$ cat src/rtl/floo_pkg.sv
// Shared routing types for the FlooNoC route-compute block: algorithm selector,
// rule typedef template, channel limit and a parameter legality helper.
`ifndef FLOO_PKG_SV
`define FLOO_PKG_SV

// Rule layout shared by every address map: {idx, start_addr, end_addr}.
`define FLOO_TYPEDEF_ID_RULE_T(__name, __id_t, __addr_t) \
  typedef struct packed { __id_t idx; __addr_t start_addr; __addr_t end_addr; } __name

package floo_pkg;

  typedef enum logic [1:0] {
    IdTable       = 2'd0,
    XYRouting     = 2'd1,
    SourceRouting = 2'd2
  } route_algo_e;

  localparam int unsigned MaxChannels = 16;
  localparam int unsigned ErrCntW     = 16;

  `FLOO_TYPEDEF_ID_RULE_T(default_id_rule_t, logic, logic);

  function automatic bit route_cfg_legal(route_algo_e algo, int unsigned num_ch,
                                         int unsigned num_rules);
    return ((algo == IdTable) || (algo == XYRouting)) &&
           (num_ch >= 1) && (num_ch <= MaxChannels) && (num_rules >= 1);
  endfunction

endpackage

`endif

$ cat src/rtl/floo_route_comp_arb_if.sv
// Request/result bundle between the channel owners and floo_route_comp_arb.
interface floo_route_comp_arb_if #(
  parameter int unsigned NumChannels = 4,
  parameter type         addr_t      = logic,
  parameter type         id_t        = logic
);
  logic  [NumChannels-1:0] valid_i;
  logic  [NumChannels-1:0] ready_o;
  addr_t [NumChannels-1:0] addr_i;
  logic  [NumChannels-1:0] valid_o;
  logic  [NumChannels-1:0] ready_i;
  id_t   [NumChannels-1:0] id_o;
  logic  [NumChannels-1:0] dec_err_o;
  logic  [15:0]            err_cnt_o;

  modport master (
    output valid_i, addr_i, ready_i,
    input  ready_o, valid_o, id_o, dec_err_o, err_cnt_o
  );

  modport slave (
    input  valid_i, addr_i, ready_i,
    output ready_o, valid_o, id_o, dec_err_o, err_cnt_o
  );
endinterface

$ cat src/rtl/floo_route_lookup.sv
// Combinational destination lookup: address-table search or direct XY / ID bit
// extraction from the request address.
module floo_route_lookup
  import floo_pkg::*;
#(
  parameter route_algo_e RouteAlgo     = IdTable,
  parameter bit          UseIdTable    = 1'b1,
  parameter int unsigned XYAddrOffsetX = 0,
  parameter int unsigned XYAddrOffsetY = 0,
  parameter int unsigned IdAddrOffset  = 0,
  parameter int unsigned NumRules      = 1,
  parameter type         id_t          = logic,
  parameter type         id_rule_t     = default_id_rule_t,
  parameter type         addr_t        = logic,
  parameter id_rule_t [NumRules-1:0] AddrMap = '0
) (
  input  addr_t addr_i,
  output id_t   id_o,
  output logic  dec_err_o
);

  if (UseIdTable) begin : g_table
    logic w_found;
    // Lowest-numbered matching rule wins when ranges overlap.
    always_comb begin
      id_o    = '0;
      w_found = 1'b0;
      for (int unsigned r = 0; r < NumRules; r++) begin
        if (!w_found && (addr_i >= addr_t'(AddrMap[r].start_addr)) &&
            (addr_i < addr_t'(AddrMap[r].end_addr))) begin
          id_o    = id_t'(AddrMap[r].idx);
          w_found = 1'b1;
        end
      end
    end
    assign dec_err_o = ~w_found;
  end else if (RouteAlgo == XYRouting) begin : g_xy
    always_comb begin
      id_o   = '0;
      id_o.x = addr_i[XYAddrOffsetX +: $bits(id_o.x)];
      id_o.y = addr_i[XYAddrOffsetY +: $bits(id_o.y)];
    end
    assign dec_err_o = 1'b0;
  end else begin : g_id
    assign id_o      = id_t'(addr_i[IdAddrOffset +: $bits(id_t)]);
    assign dec_err_o = 1'b0;
  end

endmodule

$ cat src/rtl/floo_route_comp_arb.sv
// Multi-channel route computation: round-robin arbitration onto one shared lookup,
// one registered result slot per channel. Optional decode-error counter is built
// only when FLOO_ROUTE_COMP_ERR_CNT_EN is defined.
module floo_route_comp_arb
  import floo_pkg::*;
#(
  parameter route_algo_e RouteAlgo     = IdTable,
  parameter bit          UseIdTable    = 1'b1,
  parameter int unsigned XYAddrOffsetX = 0,
  parameter int unsigned XYAddrOffsetY = 0,
  parameter int unsigned IdAddrOffset  = 0,
  parameter int unsigned NumRules      = 1,
  parameter int unsigned NumChannels   = 4,
  parameter type         id_t          = logic,
  parameter type         id_rule_t     = default_id_rule_t,
  parameter type         addr_t        = logic,
  parameter id_rule_t [NumRules-1:0] AddrMap = '0
) (
  input logic                  clk_i,
  input logic                  rst_i,
  floo_route_comp_arb_if.slave bus
);

  if (!route_cfg_legal(RouteAlgo, NumChannels, NumRules)) begin : g_bad_cfg
    $fatal(1, "floo_route_comp_arb: illegal RouteAlgo/NumChannels/NumRules");
  end

  localparam int unsigned IdxW = (NumChannels > 1) ? $clog2(NumChannels) : 1;

  logic  [NumChannels-1:0] w_elig;
  logic  [NumChannels-1:0] w_gnt;
  logic  [NumChannels-1:0] r_vld;
  logic  [NumChannels-1:0] r_err;
  id_t   [NumChannels-1:0] r_id;
  logic  [IdxW-1:0]        r_prio;
  logic  [IdxW-1:0]        w_gnt_idx;
  logic  [IdxW-1:0]        w_cand;
  logic  [IdxW-1:0]        w_prio_nxt;
  logic                    w_found;
  logic                    w_accept;
  addr_t                   w_addr;
  id_t                     w_lkp_id;
  logic                    w_lkp_err;

  // A full slot may accept only when it drains in the same cycle.
  assign w_elig = bus.valid_i & (~r_vld | bus.ready_i);

  always_comb begin
    w_gnt     = '0;
    w_gnt_idx = '0;
    w_cand    = '0;
    w_found   = 1'b0;
    for (int unsigned k = 0; k < NumChannels; k++) begin
      w_cand = IdxW'((32'(r_prio) + k) % NumChannels);
      if (!w_found && w_elig[w_cand]) begin
        w_found   = 1'b1;
        w_gnt_idx = w_cand;
      end
    end
    if (w_found && !rst_i) begin
      w_gnt[w_gnt_idx] = 1'b1;
    end
  end

  assign w_accept    = |w_gnt;
  assign w_prio_nxt  = (w_gnt_idx == IdxW'(NumChannels - 1)) ? '0 : w_gnt_idx + 1'b1;
  assign w_addr      = bus.addr_i[w_gnt_idx];
  assign bus.ready_o = w_gnt;

  floo_route_lookup #(
    .RouteAlgo    (RouteAlgo),
    .UseIdTable   (UseIdTable),
    .XYAddrOffsetX(XYAddrOffsetX),
    .XYAddrOffsetY(XYAddrOffsetY),
    .IdAddrOffset (IdAddrOffset),
    .NumRules     (NumRules),
    .id_t         (id_t),
    .id_rule_t    (id_rule_t),
    .addr_t       (addr_t),
    .AddrMap      (AddrMap)
  ) u_lookup (
    .addr_i   (w_addr),
    .id_o     (w_lkp_id),
    .dec_err_o(w_lkp_err)
  );

  // Result slots and arbitration pointer.
  always_ff @(posedge clk_i or posedge rst_i) begin
    if (rst_i) begin
      r_vld  <= '0;
      r_err  <= '0;
      r_id   <= '0;
      r_prio <= '0;
    end else begin
      if (w_accept) begin
        r_prio <= w_prio_nxt;
      end
      for (int unsigned i = 0; i < NumChannels; i++) begin
        if (w_gnt[i]) begin
          r_vld[i] <= 1'b1;
          r_id[i]  <= w_lkp_id;
          r_err[i] <= w_lkp_err;
        end else if (bus.ready_i[i]) begin
          r_vld[i] <= 1'b0;
        end
      end
    end
  end

  assign bus.valid_o   = r_vld;
  assign bus.id_o      = r_id;
  assign bus.dec_err_o = r_err;

`ifdef FLOO_ROUTE_COMP_ERR_CNT_EN
  function automatic logic [ErrCntW-1:0] sat_inc(input logic [ErrCntW-1:0] v);
    return (&v) ? v : v + 1'b1;
  endfunction

  logic [ErrCntW-1:0] r_err_cnt;

  always_ff @(posedge clk_i or posedge rst_i) begin
    if (rst_i) begin
      r_err_cnt <= '0;
    end else if (w_accept && w_lkp_err) begin
      r_err_cnt <= sat_inc(r_err_cnt);
    end
  end

  assign bus.err_cnt_o = r_err_cnt;
`else
  assign bus.err_cnt_o = '0;
`endif

endmodule
$ cat src/flat_wrapper.sv
// flat-port wrapper written by rule: the top's interface ports become plain ports
module floo_route_comp_arb_flat import floo_pkg::*;
#(
  parameter route_algo_e RouteAlgo     = IdTable,
  parameter bit          UseIdTable    = 1'b1,
  parameter int unsigned XYAddrOffsetX = 0,
  parameter int unsigned XYAddrOffsetY = 0,
  parameter int unsigned IdAddrOffset  = 0,
  parameter int unsigned NumRules      = 1,
  parameter int unsigned NumChannels   = 4,
  parameter type         id_t          = logic,
  parameter type         id_rule_t     = default_id_rule_t,
  parameter type         addr_t        = logic,
  parameter id_rule_t [NumRules-1:0] AddrMap = '0
)
  (clk_i, rst_i, bus_valid_i, bus_addr_i, bus_ready_i, bus_ready_o, bus_valid_o, bus_id_o, bus_dec_err_o, bus_err_cnt_o);
  floo_route_comp_arb_if #(.NumChannels(NumChannels), .addr_t(addr_t), .id_t(id_t)) bus_i ();
  input logic clk_i;
  input logic rst_i;
  input wire logic [$bits(bus_i.valid_i)-1:0] bus_valid_i;
  input wire logic [$bits(bus_i.addr_i)-1:0] bus_addr_i;
  input wire logic [$bits(bus_i.ready_i)-1:0] bus_ready_i;
  output wire logic [$bits(bus_i.ready_o)-1:0] bus_ready_o;
  output wire logic [$bits(bus_i.valid_o)-1:0] bus_valid_o;
  output wire logic [$bits(bus_i.id_o)-1:0] bus_id_o;
  output wire logic [$bits(bus_i.dec_err_o)-1:0] bus_dec_err_o;
  output wire logic [$bits(bus_i.err_cnt_o)-1:0] bus_err_cnt_o;
  assign bus_i.valid_i = bus_valid_i;
  assign bus_i.addr_i = bus_addr_i;
  assign bus_i.ready_i = bus_ready_i;
  assign bus_ready_o = bus_i.ready_o;
  assign bus_valid_o = bus_i.valid_o;
  assign bus_id_o = bus_i.id_o;
  assign bus_dec_err_o = bus_i.dec_err_o;
  assign bus_err_cnt_o = bus_i.err_cnt_o;
  floo_route_comp_arb #(.RouteAlgo(RouteAlgo), .UseIdTable(UseIdTable), .XYAddrOffsetX(XYAddrOffsetX), .XYAddrOffsetY(XYAddrOffsetY), .IdAddrOffset(IdAddrOffset), .NumRules(NumRules), .NumChannels(NumChannels), .id_t(id_t), .id_rule_t(id_rule_t), .addr_t(addr_t), .AddrMap(AddrMap)) u_core (.clk_i(clk_i), .rst_i(rst_i), .bus(bus_i));
endmodule
$ cat config.mk
export PLATFORM = sky130hd
export DESIGN_NAME = floo_route_comp_arb_flat
export DESIGN_NICKNAME = d
export VERILOG_FILES = /design/src/rtl/floo_pkg.sv /design/src/rtl/floo_route_comp_arb_if.sv /design/src/rtl/floo_route_lookup.sv /design/src/rtl/floo_route_comp_arb.sv /design/src/flat_wrapper.sv
export SDC_FILE = /design/constraint.sdc
export NUM_CORES = 1
export LEC_CHECK = 0
export ABC_AREA = 0
export CORE_ASPECT_RATIO = 0.6
export CORE_MARGIN = 1
export CORE_UTILIZATION = 39
export CTS_BUF_LIST = sky130_fd_sc_hd__clkbuf_16
export DETAILED_ROUTE_END_ITERATION = 16
export GPL_TIMING_DRIVEN = 0
export PLACE_DENSITY = 0.82
export SYNTH_ARGS = -nofsm -noshare
export SYNTH_HDL_FRONTEND = slang
export SYNTH_HIERARCHICAL = 1
export SYNTH_SLANG_ARGS = --single-unit
$ cat constraint.sdc
create_clock -name clk_i -period 6.71 [get_ports clk_i]
set_clock_uncertainty 0.05 [all_clocks]
set_input_delay 0.671 -clock clk_i [delete_from_list [all_inputs] [get_ports clk_i]]
set_output_delay 0.671 -clock clk_i [all_outputs]
set_load 0.03 [all_outputs]
==> flow_summary.ini <==
[flow_run]
drv_cap = 0

[clock_tree]
cts_setup_buffers = 0
hold_buffers = 0
clkTransAtPathRegs_ns = 0.04
cts_resized = 0
htreeDepth = 1
clk_latency_ns = 0.24
numCtsBuffers = 3
cts_root_buf = clkbuf_16
numClockSinks = 14
cts_tree = yes
cts_buffer_depth = 2

[worst_setup_path]
slowest_delay_ns = 0.66
cp_data_required_time_ns = 5.99
reg2regPathDepth = 7
cp-end-kind = output pin
reg2reg_from = u_core/r_prio[1]
cpMostUsedCell = clkdlybuf4s50_1
crit_chain = clkdlybuf4s50_1 -> nand2b_4 -> and3_1 -> a22oi_2 -> o311ai_4 -> inv_4 -> ha_1 -> nand2_1 -> inv_1 -> clkdlybuf4s50_1
start_kind = input pin
crit_buf_inv = 4
critPathKind = in2out
critPathTopFamily = buffers and inverters
critPathSlowestCell = clkdlybuf4s50_1
arrival_ns = 3.11
rrSetupSlack_ns = 4.45
rr_endpoint = u_core/r_prio[0]
crit_fanout = 5

[finish]
antenna_cells = 0
drive_gt1_share_pct = 30.2
fin_cells = 159
design_area_um2 = 1340
final_nets = 146
fillCellCount = 190
area_growth_pct = 46.0

[sta]
fin_crit_ns = 3.83
min_period_over_period_pct = 57.1
drv_slew = 0
totalNegativeSetupSlack_ns = 0
hold_viol = 0
rsz0062_at_grt = false
setup-violations-final = 0
worst_pin_slew_ns = 0.538
max_clock_freq_mhz = 261
maxSlewHeadroom_pct = 64.1
fin_hold_ws_ns = 0.450

[place]
place_inst = 155
gp_congestion = 0.829
placed_area_um2 = 1260
hpwl_um = 1440
io_buffer_count = 25

[global_route]
grt_pass1_vias = 628
grt_pass1_wl_um = 2950
overflow = 0
grt_max_degree = 15
track_usage_pct = 16.5
antenna_found_initial = 0

[logic_synthesis]
yosysWarningCount = 6
netlist_instances = 85
netlist_area_um2 = 918
avgSynthCellArea_um2 = 10.8

[detailed_routing]
drt-pass1-iter-count = 4
ant_nets = 0
drc = 0
viasPerCell = 4.29
wl_per_cell_um = 11.4
drtIter0Drc = 25
routed_wl_um = 1820
vias = 682

[floorplan]
io_pins = 46
core_area_um2 = 2200
start_util_pct = 41.8
die_area_um2 = 2560
num_rows = 13
die_x_um = 64.6
die_h_um = 39.6

[pwr]
finalPower_uw = 615
power_per_cell_area_nw_per_um2 = 459
ir_drop_uv = 291
p_leak_nw = 0.657

[hold_path]
min_path_cells = 1
hold_path_class = reg2reg
hp-start = u_core/bus.dec_err_o[0]
whs_endpoint = u_core/bus.dec_err_o[0]

[status]
status = finished, final reports clean
final cells by class:
cell class	count	area, µm²	area share [%]
clock buffers	3	75.1	5.60
plain buffers	18	135	10.1
clock inverters	1	3.75	0.280
flip-flops and latches	14	350	26.1
repair buffers	25	250	18.7
inverters	7	28.8	2.15
well taps	30	37.5	2.80
multi-input cells	61	460	34.3
where the power goes:
part           total, mW  switching [mW]  leakage [nW]  internal (mW)
Sequential         0.157          0.0308         0.171          0.127
Clock              0.112          0.0330        0.0385         0.0787
Combinational      0.346           0.193         0.448          0.154
cell usage in the layout, fill, tap and decap left out:
cell type,instances
nand2_1,8
a31oi_1,1
nand3_2,1
dfrtp_1,14
o311ai_1,1
nand3_1,1
and3_1,1
clkinv_1,1
a22oi_2,1
conb_1,18
o31ai_4,1
inv_1,6
nor2b_1,1
clkdlybuf4s50_1,25
o21a_1,1
ha_1,2
mux2_1,2
mux2_2,6
nor2_4,2
mux2_4,2
nor2_1,1
o21ai_0,2
clkbuf_16,3
buf_4,18
and2_4,1
a32o_1,1
nand2b_4,1
nand2b_1,3
a22oi_1,1
inv_4,1
o311ai_4,1
a31oi_2,1
flip-flops by register name, summed over array words and instances, names as in the netlist:
name and count:
u_core/bus.id_o 4, u_core/bus.dec_err_o 4, u_core/r_prio 2, u_core/bus.valid_o 4
worst reg2reg max path, stage by stage, from the launching register on:
cell	delay, ns
dfrtp_1	0.46
a32o_1	0.27
a31oi_1	0.26
and2_4	0.21
inv_1	0.06
ha_1	0.22
o31ai_4	0.27
mux2_1	0.34
per-layer routing:
layer | vias to the layer above | global-route usage [%] | share of wire (%)
met5 | - | 0 | 0
met4 | 0 | 4.44 | 0.50
met3 | 2 | 5.23 | 7.3
met2 | 31 | 28.9 | 47
met1 | 309 | 19.9 | 45
li1 | 340 | - | -
through the flow:
stage	setup slack, ns	utilization, %
after detailed placement	2.91	57.5
after global placement	2.95	57.5
after global routing	2.73	61.1
after CTS	2.89	61.1
final	2.88	61.1
after floorplan	3.97	-
worst max path at each step:
| stage | startpoint | cells past startpoint | end | slack (ns) |
|---|---|---|---|---|
| after floorplan | bus_ready_i[0] | 8 | bus_ready_o[1] | 3.97 |
| after global placement | bus_ready_i[0] | 10 | bus_ready_o[1] | 2.95 |
| after detailed placement | bus_ready_i[0] | 10 | bus_ready_o[1] | 2.91 |
| after CTS | bus_ready_i[0] | 10 | bus_ready_o[1] | 2.89 |
| after global routing | bus_ready_i[3] | 10 | bus_ready_o[0] | 2.73 |
| final | bus_ready_i[0] | 10 | bus_ready_o[1] | 2.88 |
(Power assumes the default switching activity.)
